### src/rtl/seg_id_hazard_pipe.sv
// ID/EX pipeline register with a history-based load-use stall, ID-stage jump resolution and immediate extension.
// Define SEG_ID_STALL_STATS_EN to add saturating stall/bubble counters; otherwise both count outputs read 0.
module seg_id_hazard_pipe #(
  parameter int LEN      = 32,
  parameter int NB_ADDR  = 5,
  parameter int NB_CTRL  = 21,
  parameter int LOAD_LAT = 1
) (
  input  logic               i_clk,
  input  logic               i_rst,
  input  logic               i_enable,
  input  logic               i_flush,
  input  logic               i_valid,
  input  logic [LEN-1:0]     i_instruction,
  input  logic [LEN-1:0]     i_pc,
  input  logic [LEN-1:0]     i_rs_data,
  input  logic [LEN-1:0]     i_rt_data,
  input  logic [NB_CTRL-1:0] i_ctrl,
  input  logic               i_is_load,
  input  logic               i_uses_rt,
  input  logic               i_zero_ext,
  input  logic [1:0]         i_jump_type,
  output logic               o_valid,
  output logic [LEN-1:0]     o_pc,
  output logic [LEN-1:0]     o_rs_data,
  output logic [LEN-1:0]     o_rt_data,
  output logic [LEN-1:0]     o_imm,
  output logic [NB_ADDR-1:0] o_rs,
  output logic [NB_ADDR-1:0] o_rt,
  output logic [NB_ADDR-1:0] o_rd,
  output logic [NB_CTRL-1:0] o_ctrl,
  output logic               o_stall,
  output logic               o_jump,
  output logic [LEN-1:0]     o_jump_addr,
  output logic [31:0]        o_stall_cnt,
  output logic [31:0]        o_bubble_cnt
);

  logic [NB_ADDR-1:0] id_rs, id_rt, id_rd;
  logic [LEN-1:0]     id_imm;
  logic               hazard, bubble;
  logic               unused_bits;

  logic                              valid_q, valid_d;
  logic [LEN-1:0]                    pc_q, pc_d, rs_data_q, rs_data_d;
  logic [LEN-1:0]                    rt_data_q, rt_data_d, imm_q, imm_d;
  logic [NB_ADDR-1:0]                rs_q, rs_d, rt_q, rt_d, rd_q, rd_d;
  logic [NB_CTRL-1:0]                ctrl_q, ctrl_d;
  logic [LOAD_LAT-1:0]               pend_ld_q, pend_ld_d;
  logic [LOAD_LAT-1:0][NB_ADDR-1:0]  pend_rt_q, pend_rt_d;

  assign id_rs  = i_instruction[21 +: NB_ADDR];
  assign id_rt  = i_instruction[16 +: NB_ADDR];
  assign id_rd  = i_instruction[11 +: NB_ADDR];
  assign id_imm = i_zero_ext ? {{(LEN-16){1'b0}}, i_instruction[15:0]}
                             : {{(LEN-16){i_instruction[15]}}, i_instruction[15:0]};

  assign unused_bits = ^{i_instruction[31:26], i_pc[27:0]};

  // Any load still inside the availability window whose target feeds this instruction.
  always_comb begin
    hazard = 1'b0;
    for (int k = 0; k < LOAD_LAT; k++) begin
      if (pend_ld_q[k] && (pend_rt_q[k] != '0) &&
          ((pend_rt_q[k] == id_rs) || (i_uses_rt && (pend_rt_q[k] == id_rt))))
        hazard = 1'b1;
    end
    hazard = hazard & i_valid;
  end

  assign bubble  = i_flush | hazard;
  assign o_stall = hazard & i_enable & ~i_flush;
  assign o_jump  = i_valid & i_enable & ~i_flush & ~hazard & (i_jump_type != 2'b00);

  always_comb begin
    case (i_jump_type)
      2'b01, 2'b10: o_jump_addr = {i_pc[LEN-1:28], i_instruction[25:0], 2'b00};
      2'b11:        o_jump_addr = i_rs_data;
      default:      o_jump_addr = '0;
    endcase
  end

  always_comb begin
    valid_d   = valid_q;
    pc_d      = pc_q;
    rs_data_d = rs_data_q;
    rt_data_d = rt_data_q;
    imm_d     = imm_q;
    rs_d      = rs_q;
    rt_d      = rt_q;
    rd_d      = rd_q;
    ctrl_d    = ctrl_q;
    pend_ld_d = pend_ld_q;
    pend_rt_d = pend_rt_q;
    if (i_enable) begin
      if (bubble) begin
        valid_d   = 1'b0;
        pc_d      = '0;
        rs_data_d = '0;
        rt_data_d = '0;
        imm_d     = '0;
        rs_d      = '0;
        rt_d      = '0;
        rd_d      = '0;
        ctrl_d    = '0;
      end else begin
        valid_d   = i_valid;
        pc_d      = i_pc;
        rs_data_d = i_rs_data;
        rt_data_d = i_rt_data;
        imm_d     = id_imm;
        rs_d      = id_rs;
        rt_d      = id_rt;
        rd_d      = id_rd;
        ctrl_d    = i_valid ? i_ctrl : '0;
      end
      // History only advances on enabled edges so a stall keeps its length across debug holds.
      for (int k = LOAD_LAT - 1; k > 0; k--) begin
        pend_ld_d[k] = pend_ld_q[k-1];
        pend_rt_d[k] = pend_rt_q[k-1];
      end
      pend_ld_d[0] = ~bubble & i_valid & i_is_load;
      pend_rt_d[0] = bubble ? '0 : id_rt;
    end
  end

  always_ff @(posedge i_clk) begin
    if (!i_rst) begin
      valid_q   <= 1'b0;
      pc_q      <= '0;
      rs_data_q <= '0;
      rt_data_q <= '0;
      imm_q     <= '0;
      rs_q      <= '0;
      rt_q      <= '0;
      rd_q      <= '0;
      ctrl_q    <= '0;
      pend_ld_q <= '0;
      pend_rt_q <= '0;
    end else begin
      valid_q   <= valid_d;
      pc_q      <= pc_d;
      rs_data_q <= rs_data_d;
      rt_data_q <= rt_data_d;
      imm_q     <= imm_d;
      rs_q      <= rs_d;
      rt_q      <= rt_d;
      rd_q      <= rd_d;
      ctrl_q    <= ctrl_d;
      pend_ld_q <= pend_ld_d;
      pend_rt_q <= pend_rt_d;
    end
  end

  assign o_valid   = valid_q;
  assign o_pc      = pc_q;
  assign o_rs_data = rs_data_q;
  assign o_rt_data = rt_data_q;
  assign o_imm     = imm_q;
  assign o_rs      = rs_q;
  assign o_rt      = rt_q;
  assign o_rd      = rd_q;
  assign o_ctrl    = ctrl_q;

`ifdef SEG_ID_STALL_STATS_EN
  logic [31:0] stall_cnt_q, stall_cnt_d, bubble_cnt_q, bubble_cnt_d;

  always_comb begin
    stall_cnt_d  = stall_cnt_q;
    bubble_cnt_d = bubble_cnt_q;
    if (o_stall && (stall_cnt_q != '1))
      stall_cnt_d = stall_cnt_q + 32'd1;
    if (i_enable && bubble && (bubble_cnt_q != '1))
      bubble_cnt_d = bubble_cnt_q + 32'd1;
  end

  always_ff @(posedge i_clk) begin
    if (!i_rst) begin
      stall_cnt_q  <= '0;
      bubble_cnt_q <= '0;
    end else begin
      stall_cnt_q  <= stall_cnt_d;
      bubble_cnt_q <= bubble_cnt_d;
    end
  end

  assign o_stall_cnt  = stall_cnt_q;
  assign o_bubble_cnt = bubble_cnt_q;
`else
  assign o_stall_cnt  = '0;
  assign o_bubble_cnt = '0;
`endif

endmodule

### config.mk
export PLATFORM = sky130hd
export DESIGN_NAME = seg_id_hazard_pipe
export DESIGN_NICKNAME = d
export VERILOG_FILES = /design/src/rtl/seg_id_hazard_pipe.sv
export SDC_FILE = /design/constraint.sdc
export NUM_CORES = 1
export LEC_CHECK = 0
export ABC_AREA = 1
export CAP_MARGIN = 30
export CORE_AREA = 2 2 165 167
export CTS_CLUSTER_DIAMETER = 50
export CTS_CLUSTER_SIZE = 14
export DETAILED_ROUTE_END_ITERATION = 12
export DIE_AREA = 0 0 167 169
export PLACE_DENSITY_LB_ADDON = 0.12
export SYNTH_ARGS = -nofsm -noshare
export SYNTH_HDL_FRONTEND = slang
export SYNTH_SLANG_ARGS = --single-unit
### constraint.sdc
create_clock -name i_clk -period 1.8 [get_ports i_clk]
set_input_delay 0.36 -clock i_clk [delete_from_list [all_inputs] [get_ports i_clk]]
set_output_delay 0.36 -clock i_clk [all_outputs]
set_load 0.01 [all_outputs]
# [After elaboration in Yosys (flattened, before gate mapping)]
# Cells that the tools add are included.
[totals] in_bits=159 elab_cells=48 out_inout_bits=263 ff_bits=166
[classes] bitwise_logic=13 eq_ne=5 reduce_logical=7 muxes=13
[op_table] op="$mux 32" count=5
[op_table] op="$pmux 32 s2" count=1
[op_table] op="$mux 21" count=2
[op_table] op="$mux 5" count=3
[op_table] op="$eq 5x5->1" count=2
[op_table] op="$and 1x1->1" count=9
[op_table] op="$reduce_bool 5->1" count=1
[op_table] op="$eq 2x2->1 const B" count=2
[op_table] op="$logic_and 1x1->1" count=3
[op_table] op="$not 1->1" count=3
[op_table] op="$eq 2x1->1 const B" count=1
[op_table] op="$mux 1" count=2
[op_table] op="$reduce_bool 2->1" count=1
[op_table] op="$reduce_or 2->1" count=1
[op_table] op="$logic_or 1x1->1" count=1
[op_table] op="$or 1x1->1" count=1

# [Logic depth before layout (Yosys ltp)]
# Gate-level depths: netlist of run 1.
[logic_depth] word_depth=10 ltp_mapped=11

# [Least setup slack after synthesis of run 1]
# OpenSTA, ideal clock, no wires.
[synth_timing] path_type="register to output" startpoint="register pend_rt_q[0] in the netlist's numbering" endpoint="output port o_stall" path_buffers=1 setup_slack_ns=0.171 required_time_ns=1.440 t_arrival_ns=1.269 stages_incl_launch_ff=10 path_cell_list="dfxtp_1 > inv_1 > nand2_1 > nand2_1 > nor2_1 > nand3_1 > nand2_1 > nand2_1 > buf_2 > nor2_1"
[synth_via] elab_chain_cells=8 elab_cells_between_ends=11
[synth_lines] element="start, declared" line="50" source="logic [LOAD_LAT-1:0][NB_ADDR-1:0] pend_rt_q, pend_rt_d;"
[synth_lines] element="start signal, assigned" line="151" source="pend_rt_q <= pend_rt_d;"
[synth_lines] element="$eq 5x5->1" line="65" source="((pend_rt_q[k] == id_rs) || (i_uses_rt && (pend_rt_q[k] == id_rt))))"
[synth_lines] element="$logic_and 1x1->1" line="65"
[synth_lines] element="$logic_or 1x1->1" line="65"
[synth_lines] element="$logic_and 1x1->1 *" line="64" source="if (pend_ld_q[k] && (pend_rt_q[k] != '0) &&"
[synth_lines] element="$mux 1 *" line="64"
[synth_lines] element="$and 1x1->1 *" line="68" source="hazard = hazard & i_valid;"
[synth_lines] element="$and 1x1->1 * (2 in a row)" line="72" source="assign o_stall = hazard & i_enable & ~i_flush;"
[synth_lines] element="end, declared" line="32" source="output logic o_stall,"
# Mark *: on every way between the ends. The rest lies on a longest branch, timed or not.

# [Final worst setup path of run 1]
[layout_timing] startpoint="register pend_rt_q[1] in the netlist's numbering" endpoint="output port o_jump"
[layout_via] elab_chain_cells=9 elab_cells_between_ends=12
[layout_lines] element="$eq 5x5->1" line="65"
[layout_lines] element="$logic_and 1x1->1" line="65"
[layout_lines] element="$logic_or 1x1->1" line="65"
[layout_lines] element="$logic_and 1x1->1 *" line="64"
[layout_lines] element="$mux 1 *" line="64"
[layout_lines] element="$and 1x1->1 *" line="68"
[layout_lines] element="$not 1->1 *" line="73" source="assign o_jump = i_valid & i_enable & ~i_flush & ~hazard & (i_jump_type != 2'b00);"
[layout_lines] element="$and 1x1->1 * (2 in a row)" line="73"
[layout_lines] element="end, declared" line="33" source="output logic o_jump,"
# Marks and branches as above.

==> results of run 1 <==
## final cells by class
| class | count | area share (%) |
|---|---|---|
| multi-input cells | 640 | 26.2 |
| repair buffers | 472 | 39.6 |
| diodes | 2 | 0.0420 |
| clock inverters | 13 | 1.48 |
| well taps | 341 | 3.58 |
| clock buffers | 18 | 3.61 |
| inverters | 24 | 0.820 |
| flip-flops and latches | 146 | 24.7 |
## state kept, by name, indices dropped and copies added (netlist names)
name	count
pend_ld_q	1
o_pc	32
o_ctrl	21
o_valid	1
o_rs_data	32
o_imm	17
pend_rt_q	5
o_rs	5
o_rt_data	32
## synth_stat cells
cell type and instances:
nand2_1 238, a21oi_1 176, dfxtp_1 146, nand4_1 123
buf_4 84, clkbuf_1 54, nand3_1 26, inv_1 19
buf_1 13, buf_2 10, buf_6 8, nor2_1 8
inv_2 5, ha_1 2, conb_1 1, nand3_2 1
o21ai_0 1, xnor2_1 1
## path summary, 6_finish.rpt
kind / to / cells after the start / slack, ns / startpoint
worst max-delay path: o_jump / 10 / -0.11 / pend_rt_q[1]$_SDFFE_PN0P_
worst min-delay path: o_valid$_SDFFE_PN0P_ / 5 / 0.43 / i_enable
worst max register to register: o_rs_data[9]$_SDFFE_PN0P_ / 14 / -0.05 / pend_rt_q[1]$_SDFFE_PN0P_
worst min register to register: o_rt_data[28]$_SDFFE_PN0P_ / 2 / 0.46 / o_rt_data[28]$_SDFFE_PN0P_
## stage by stage
stage / instance area, sq um / cells
after global placement: 10900 / 1604
after floorplan: 7030 / 979
after global routing: 11900 / 1656
final: 11900 / 1656
after detailed placement: 10900 / 1604
after CTS: 11500 / 1642
## worst reg2reg max path, delay by kind of cell, from the launching register on
kind,cells,cell delay (ns)
AO/OA/AOI/OAI,1,0.08
AND/OR/NAND/NOR,7,0.62
buffers and inverters,6,0.68
flip-flops,1,0.36
## layer usage
metal  vias to the layer above  GRT usage (%)
met4                         0           4.72
met3                        23           7.13
met1                      3532           25.2
li1                       3767              -
met2                       301           30.3
met5                         -              0
## report_power, final
part           internal [uW]  switching, uW
logic                    869            819
clock network           2210           1580
registers               3350           62.3
## placed cells by master, fill, tap and decap left out, types with 4 or more instances in the layout
master	instances
buf_4	79
nand2_2	16
buf_12	19
conb_1	64
a21oi_2	13
inv_6	4
nand4_1	123
clkbuf_16	25
inv_1	14
dlygate4sd2_1	32
buf_8	8
a21oi_1	163
buf_6	10
nand2_1	222
dfxtp_1	141
nand3_1	25
buf_2	31
clkdlybuf4s50_1	284
nor2_1	7
inv_2	7
## timing repair
action,CTS,global route
resized for setup,199,44
hold endpoints to repair,0,0
buffers inserted,4,6
setup endpoints to repair,55,135
pin swaps,26,32
gates cloned,3,11
## cells by family after synthesis
logic type | after synthesis
and+or+nand+nor | 396
buffers and inverters | 193
AOI/OAI and AO/OA | 177
DFF | 146
adders and majority gates | 2
xor gates and xnor gates | 1
other | 1
==> flow_summary.json, run 1 <==
{
  "status": "finished with violations",
  "violations": "setup timing",
  "drc": 0,
  "arrival_ns": 1.55,
  "dpl.hpwl_um": 19800,
  "h-tree-depth": 4,
  "io_buffer_count": 351,
  "pin_count": 422,
  "overflow": 0,
  "cp.required_ns": 1.44,
  "drtAntennaViolNets": 0,
  "cp_max_fo": 4,
  "yosysSeqAreaShare_pct": 43.0,
  "grt_pass1_wl_um": 42600,
  "clock_path_buffers": 2,
  "synth_top_family_by_area": "simple AND/OR/NAND/NOR gates",
  "crit_path_end_kind": "primary output",
  "wirelength_um": 29900,
  "setup_ws_ns": -0.107,
  "core_area_sq_mm": 0.0265,
  "ys_seq_elements": 146,
  "yosys.area.top_type": "dfxtp_1",
  "grt_pass1_vias": 7128,
  "hold_ws_ns": 0.428,
  "yosysWarnings": 0,
  "worst_clock_skew_ns": 0.0115,
  "ir_worst_vdd_v": 0.000619,
  "cp_common_cell": "nand2_2",
  "critical_path.cell_chain": "inv_2, nand2_1, nand2_1, nor2_1, nand3_1, nand2_2, nand2_2, nand2_2, nor2_1, buf_2",
  "avgSynthCellArea_sq_um": 7.41,
  "area_growth_pct": 75.3,
  "maxCapViolCount": 0,
  "synth_xor_area_share_pct": 0.129,
  "synth.top_cell.area_share_pct": 43.0,
  "hold_viol": 0,
  "cts.clk_slew.worst_paths_ns": 0.07,
  "grt_usage_pct": 19.3,
  "die_w_um": 167,
  "cts.sinks": 146,
  "drive_gt1_share_pct": 17.9,
  "yosysUniqueCellTypes": 18,
  "synthAdderAreaFrac_pct": 0.368,
  "cellLeakagePower_uw": 0.00475,
  "dp_worst_setup_slack_ns": -0.920,
  "clkLatencyLatePin_ns": 0.43,
  "wl_met3_um": 2620,
  "setup_viol": 35,
  "fin_tns_setup_ns": -0.768,
  "critical-path-top-delay-family": "simple AND/OR/NAND/NOR gates",
  "cp.buffers_inverters": 2,
  "fin_nets": 1462,
  "critPathKind": "reg2out",
  "nFillCells": 2771,
  "cts_buffers": 17,
  "dr_wl_met2_um": 13500,
  "tritoncts": "yes",
  "gp_congestion": 0.824,
  "hp-class": "in2reg",
  "grt_setup_unrepaired": "true",
  "max_stage_delay_ns": 0.36,
  "antenna_found_initial": 2,
  "synthCells": 916,
  "die-area_sq_mm": 0.0282,
  "initial_core_util_pct": 25.6,
  "yosys.area_share.simple_pct": 27.0,
  "ctsHoldBuffers": 0,
  "highest_layer": "met4",
  "fp-row-count": 60,
  "post_drt_wl_per_cell_um": 18.1,
  "first_iter_violations": 503,
  "met1_length_um": 13400,
  "slowest_stage": "dfxtp_2",
  "synth-compound-area-share_pct": 13.0,
  "period_share_pct": 106,
  "drt-pass1-iter-count": 4,
  "synthesis.area_sq_mm": 0.00679,
  "cts-root-buf": "clkbuf_16",
  "grt_max_degree": 68,
  "cp-start-kind": "flip-flop",
  "multiInputGateArea_sq_mm": 0.00312,
  "ff_latch_area_sq_mm": 0.00293,
  "vias_per_cell": 4.60,
  "period_minus_slack_ns": 1.91,
  "ys_top_cells_by_area": "dfxtp_1 (43%), nand2_1 (13%), a21oi_1 (13%), nand4_1 (11%), buf_4 (9.3%)",
  "muxShareOfSynthArea_pct": 0,
  "p_per_area_mw_per_mm2": 747,
  "die_h_um": 169,
  "power_uw": 8890,
  "utilization_pct": 44.9,
  "vias": 7623,
  "fmax_mhz": 524,
  "report.final.slew_viol_count": 0
}
Power figures use the tool's default switching activity.
==> inputs of run 2 (changes only) <==
--- a/config.mk
+++ b/config.mk
@@ -6,13 +6,15 @@
 export NUM_CORES = 1
 export LEC_CHECK = 0
 export ABC_AREA = 1
-export CAP_MARGIN = 30
+export CAP_MARGIN = 40
 export CORE_AREA = 2 2 165 167
 export CTS_CLUSTER_DIAMETER = 50
 export CTS_CLUSTER_SIZE = 14
 export DETAILED_ROUTE_END_ITERATION = 12
 export DIE_AREA = 0 0 167 169
+export HOLD_SLACK_MARGIN = 0.12
 export PLACE_DENSITY_LB_ADDON = 0.12
+export SETUP_SLACK_MARGIN = 0.05
 export SYNTH_ARGS = -nofsm -noshare
 export SYNTH_HDL_FRONTEND = slang
 export SYNTH_SLANG_ARGS = --single-unit
==> run 2 against run 1 <==
Compared with the run above:
- the flow still finishes with violations (setup timing)
- via count up 0.26%
- sequential power about the same
- design area up 0.85%
- die area unchanged
- global-route usage about the same
- combinational power about the same
- non-clock buffer count up 1
- sequential share of layout area down 0.20 points
- worst hold slack better by 0.0012 ns
- clock skew about the same
- critical path type unchanged
- largest cell class unchanged
==> flow_summary.json, run 2 (synthesized netlist as in run 1, its figures left out) <==
{
  "status": "finished with violations",
  "violations": "setup timing",
  "die_w_um": 167,
  "dpl.hpwl_um": 19800,
  "core_area_sq_mm": 0.0265,
  "ir_worst_vdd_v": 0.000619,
  "final_cell_mix": "clkdlybuf4s50_1 (271), nand2_1 (209), a21oi_1 (163)",
  "layout_commonest_cell": "clkdlybuf4s50_1",
  "setup.worst_path.start": "pend_rt_q[1]$_SDFFE_PN0P_",
  "setup_ws_ns": -0.103,
  "cellLeakagePower_uw": 0.00498,
  "area_growth_pct": 76.7,
  "worst_clock_skew_ns": 0.0115,
  "grt_usage_pct": 19.3,
  "drive_gt1_share_pct": 19.0,
  "arrival_ns": 1.54,
  "swShare_pct": 27.7,
  "drtAntennaViolNets": 0,
  "period_minus_slack_ns": 1.90,
  "cts-root-buf": "clkbuf_16",
  "clock_path_buffers": 2,
  "p_switching_uw": 2470,
  "pin_count": 422,
  "grt_setup_unrepaired": "true",
  "gp_congestion": 0.824,
  "grt_pass1_vias": 7142,
  "hp-class": "in2reg",
  "drt-pass1-iter-count": 5,
  "hold_ws_ns": 0.430,
  "fmax_mhz": 525,
  "p_per_area_mw_per_mm2": 742,
  "pwr-share-comb_pct": 19.3,
  "period_share_pct": 106,
  "fp-row-count": 60,
  "antenna_found_initial": 2,
  "p_seq_share_pct": 38.2,
  "cp_max_fo": 4,
  "grt_pass1_wl_um": 42600,
  "worstHoldStart": "i_enable",
  "post_drt_wl_per_cell_um": 18.1,
  "grt_max_degree": 68,
  "utilization_pct": 45.3,
  "cts.sinks": 146,
  "cts.clk_slew.worst_paths_ns": 0.07,
  "drc": 0,
  "clkPwrFrac_pct": 42.5,
  "wirelength_um": 29900,
  "maxCapViolCount": 0,
  "h-tree-depth": 4,
  "die-area_sq_mm": 0.0282,
  "r2r_start": "pend_rt_q[2]$_SDFFE_PN0P_",
  "crit_path_end_kind": "primary output",
  "dp_worst_setup_slack_ns": -0.920,
  "fin_cells": 1657,
  "cp-start-kind": "flip-flop",
  "fin_nets": 1463,
  "setup_viol": 33,
  "critPathKind": "reg2out",
  "cts_buffers": 17,
  "clkLatencyLatePin_ns": 0.43,
  "fin_tns_setup_ns": -0.650,
  "overflow": 0,
  "cp.required_ns": 1.44,
  "ctsHoldBuffers": 0,
  "die_h_um": 169,
  "hold_viol": 0,
  "first_iter_violations": 498,
  "initial_core_util_pct": 25.6,
  "io_buffer_count": 351,
  "power.internal_uw": 6440,
  "report.final.slew_viol_count": 0,
  "vias": 7643,
  "tritoncts": "yes",
  "vias_per_cell": 4.61,
  "placed_cells": 1604
}
run 2: worst paths after layout:
| kind | end | slack (ns) | cells past startpoint |
|---|---|---|---|
| max reg2reg | o_rs_data[9]$_SDFFE_PN0P_ | -0.05 | 14 |
| max | o_jump | -0.10 | 10 |
| min | o_valid$_SDFFE_PN0P_ | 0.43 | 5 |
| min reg2reg | o_rt_data[28]$_SDFFE_PN0P_ | 0.46 | 2 |
run 2: power by group through the flow:
stage	clock, uW	combinational, uW	sequential (uW)
global route	4030	1840	3420
finish	3790	1720	3410
detailed placement	0	1690	3480
global placement	0	1690	3480
floorplan	0	661	3540
CTS	3880	1750	3410
run 2: layout make-up:
type                            instances  area, sq um
Antenna cell                            2         5.00
Clock buffer                           18          429
Clock inverter                         13          176
Fill cell                            2763        14500
Inverter                               24          100
Multi-Input combinational cell        640         3160
Sequential cell                       146         2940
Tap cell                              341          427
Timing Repair Buffer                  473         4770
run 2: critical path, cell delays in order, from the launching register on:
cell,delay [ns]
dfxtp_2,0.36
inv_2,0.05
nand2_1,0.05
nand2_1,0.05
nor2_1,0.08
nand3_1,0.10
nand2_2,0.09
nand2_2,0.07
nand2_2,0.08
nor2_1,0.04
buf_2,0.14
run 2: layer usage:
| layer | part of all wire, % | wire, um | up-vias | global-route usage, % |
|---|---|---|---|---|
| met3 | 8.7 | 2610 | 21 | 7.13 |
| met1 | 45 | 13400 | 3546 | 25.2 |
| met4 | 1.2 | 346 | 0 | 4.72 |
| met2 | 45 | 13500 | 312 | 30.4 |
| met5 | 0 | 0 | - | 0 |
| li1 | - | - | 3764 | - |
run 2: through the flow:
step | total power (uW) | instance area [sq um]
floorplan | 4200 | 7030
global placement | 5170 | 10900
detailed placement | 5170 | 10900
CTS | 9030 | 11600
global route | 9290 | 12000
finish | 8910 | 12000
run 2: what timing repair did:
| item | 4_1_cts | 5_1_grt |
|---|---|---|
| gates cloned | 3 | 11 |
| gates resized for setup | 220 | 53 |
| endpoints found under the setup margin | 122 | 157 |
| setup buffers | 4 | 6 |
| pin swaps | 37 | 29 |
==> inputs of run 3 (changes only) <==
--- a/config.mk
+++ b/config.mk
@@ -6,12 +6,14 @@
 export NUM_CORES = 1
 export LEC_CHECK = 0
 export ABC_AREA = 1
-export CAP_MARGIN = 40
-export CORE_AREA = 2 2 165 167
+export CAP_MARGIN = 20
+export CELL_PAD_IN_SITES_DETAIL_PLACEMENT = 1
+export CELL_PAD_IN_SITES_GLOBAL_PLACEMENT = 1
+export CORE_MARGIN = 2
+export CORE_UTILIZATION = 25
 export CTS_CLUSTER_DIAMETER = 50
 export CTS_CLUSTER_SIZE = 14
 export DETAILED_ROUTE_END_ITERATION = 12
-export DIE_AREA = 0 0 167 169
 export HOLD_SLACK_MARGIN = 0.12
 export PLACE_DENSITY_LB_ADDON = 0.12
 export SETUP_SLACK_MARGIN = 0.05
==> run 3 against run 2 <==
Compared with the run above:
- the flow still finishes with violations (setup timing)
- worst hold slack gained 0.020 ns
- design area grew 0.84%
- core utilization shrank 0.13 points
- sequential power is essentially flat
- power grew 4.0%
- clock power grew 9.8%
- fmax shrank 2.0%
- register-to-register slack gained 0.08 ns
- routed wire length grew 5.6%
- count of clock-buffer cells in the layout grew 1
- non-clock buffer count shrank 7
- first-iteration DRC count shrank 5.8%
- critical path type unchanged
- largest cell class unchanged
- highest routed layer unchanged
==> flow_summary.json, run 3 (synthesized netlist as in run 1, its figures left out) <==
{
  "initial_core_util_pct": 25.3,
  "status": "finished with violations",
  "layout_commonest_cell": "clkdlybuf4s50_1",
  "vias": 7728,
  "critPathKind": "reg2out",
  "use_met1_pct": 25.0,
  "vias_per_cell": 4.68,
  "dp_worst_setup_slack_ns": -0.823,
  "fmax_mhz": 515,
  "dpl.hpwl_um": 21200,
  "tritoncts": "yes",
  "cts-root-buf": "clkbuf_16",
  "gp_congestion": 0.785,
  "worstHoldStart": "i_enable",
  "post_drt_wl_per_cell_um": 19.2,
  "fin_cells": 1650,
  "report.final.slew_viol_count": 0,
  "cp_max_fo": 4,
  "met3_usage_pct": 7.04,
  "multiInputGateArea_sq_mm": 0.00317,
  "final_cell_mix": "clkdlybuf4s50_1 (269), nand2_1 (225), a21oi_1 (152)",
  "setup_ws_ns": -0.142,
  "drive_gt1_share_pct": 18.1,
  "crit_path_end_kind": "primary output",
  "period_share_pct": 108,
  "power_uw": 9270,
  "violations": "setup timing",
  "hold_viol": 0,
  "die-area_sq_mm": 0.0285,
  "cp.required_ns": 1.44,
  "fp-row-count": 60,
  "setup_viol": 2,
  "wirelength_um": 31600,
  "clock_path_buffers": 2,
  "maxCapViolCount": 0,
  "ff_latch_area_sq_mm": 0.00294,
  "worst_clock_skew_ns": 0.0151,
  "drt-pass1-iter-count": 4,
  "die_h_um": 169,
  "nFillCells": 3207,
  "pin_count": 422,
  "io_buffer_count": 351,
  "grt_most_used_layer": "met2",
  "grt_setup_unrepaired": "true",
  "r2r_start": "pend_rt_q[2]$_SDFFE_PN0P_",
  "core_area_sq_mm": 0.0268,
  "grt_pass1_wl_um": 45300,
  "h-tree-depth": 4,
  "grt_pass1_vias": 7509,
  "p_per_area_mw_per_mm2": 765,
  "first_iter_violations": 469,
  "die_w_um": 169,
  "cts_buffers": 17,
  "grt_max_degree": 66,
  "setup.worst_path.start": "pend_rt_q[2]$_SDFFE_PN0P_",
  "placed_cells": 1593,
  "grt.met2_usage_pct": 34.4,
  "overflow": 0,
  "antenna_found_initial": 2,
  "drtAntennaViolNets": 0,
  "cp-start-kind": "flip-flop",
  "area_growth_pct": 78.2,
  "fin_nets": 1456,
  "arrival_ns": 1.58,
  "cts.clk_slew.worst_paths_ns": 0.07,
  "clkLatencyLatePin_ns": 0.43,
  "cellLeakagePower_uw": 0.00505,
  "ir_worst_vdd_v": 0.000502,
  "period_minus_slack_ns": 1.94,
  "drc": 0,
  "cts.sinks": 146,
  "grt_usage_pct": 20.5,
  "hp-class": "in2reg",
  "ctsHoldBuffers": 0
}
==> run 3: through the flow <==
stage / util [%] / area [sq um] / TNS [ns] / hold slack, ns
6_report: 45.2 / 12100 / -0.250 / 0.450
5_1_grt: 45.2 / 12100 / -2.09 / 0.448
4_1_cts: 43.5 / 11700 / -0.381 / 0.433
3_5_place_dp: 40.6 / 10900 / -72.69 / 0.455
3_3_place_gp: 40.6 / 10900 / -62.55 / 0.451
2_1_floorplan: - / 7030 / 0 / 0.442
==> run 3: layout make-up <==
class | count | share of cell area [%]
clock inverter | 12 | 1.90
tap | 341 | 3.52
multi-input combinational | 640 | 26.2
sequential | 146 | 24.3
inverter | 24 | 0.827
antenna | 2 | 0.0413
timing repair buffer | 466 | 39.6
clock buffer | 19 | 3.58
==> run 3: critical path, stage by stage, from the launching register on <==
cell	delay [ns]
dfxtp_4	0.37
inv_4	0.05
nand2_2	0.06
nand2_2	0.06
nor2_2	0.09
nand3_1	0.09
nand2_2	0.11
nand2_4	0.08
nand2_2	0.08
nor2_1	0.04
buf_2	0.13
==> run 3: what timing repair did <==
action	in CTS	in global routing
buffers inserted	7	5
gates cloned	4	9
endpoints found under the setup margin	59	163
pin swaps	24	43
gates resized for setup	187	72
==> run 3: metal layers <==
metal,vias to the layer above,routed length (um)
li1,3749,-
met1,3679,13300
met2,272,15300
met3,28,2460
met4,0,538
met5,-,0
==> run 3: worst paths after layout <==
kind | end | slack, ns | cells after the start
max | o_jump | -0.14 | 10
min | o_pc[1]$_SDFFE_PN0P_ | 0.45 | 4
max reg2reg | o_rs_data[16]$_SDFFE_PN0P_ | 0.03 | 13
min reg2reg | o_rt_data[5]$_SDFFE_PN0P_ | 0.46 | 2
==> run 3: power by group <==
| group | internal, uW | total, uW | switching, uW |
|---|---|---|---|
| logic | 870 | 1700 | 833 |
| registers | 3340 | 3410 | 62.6 |
| clock network | 2610 | 4160 | 1550 |
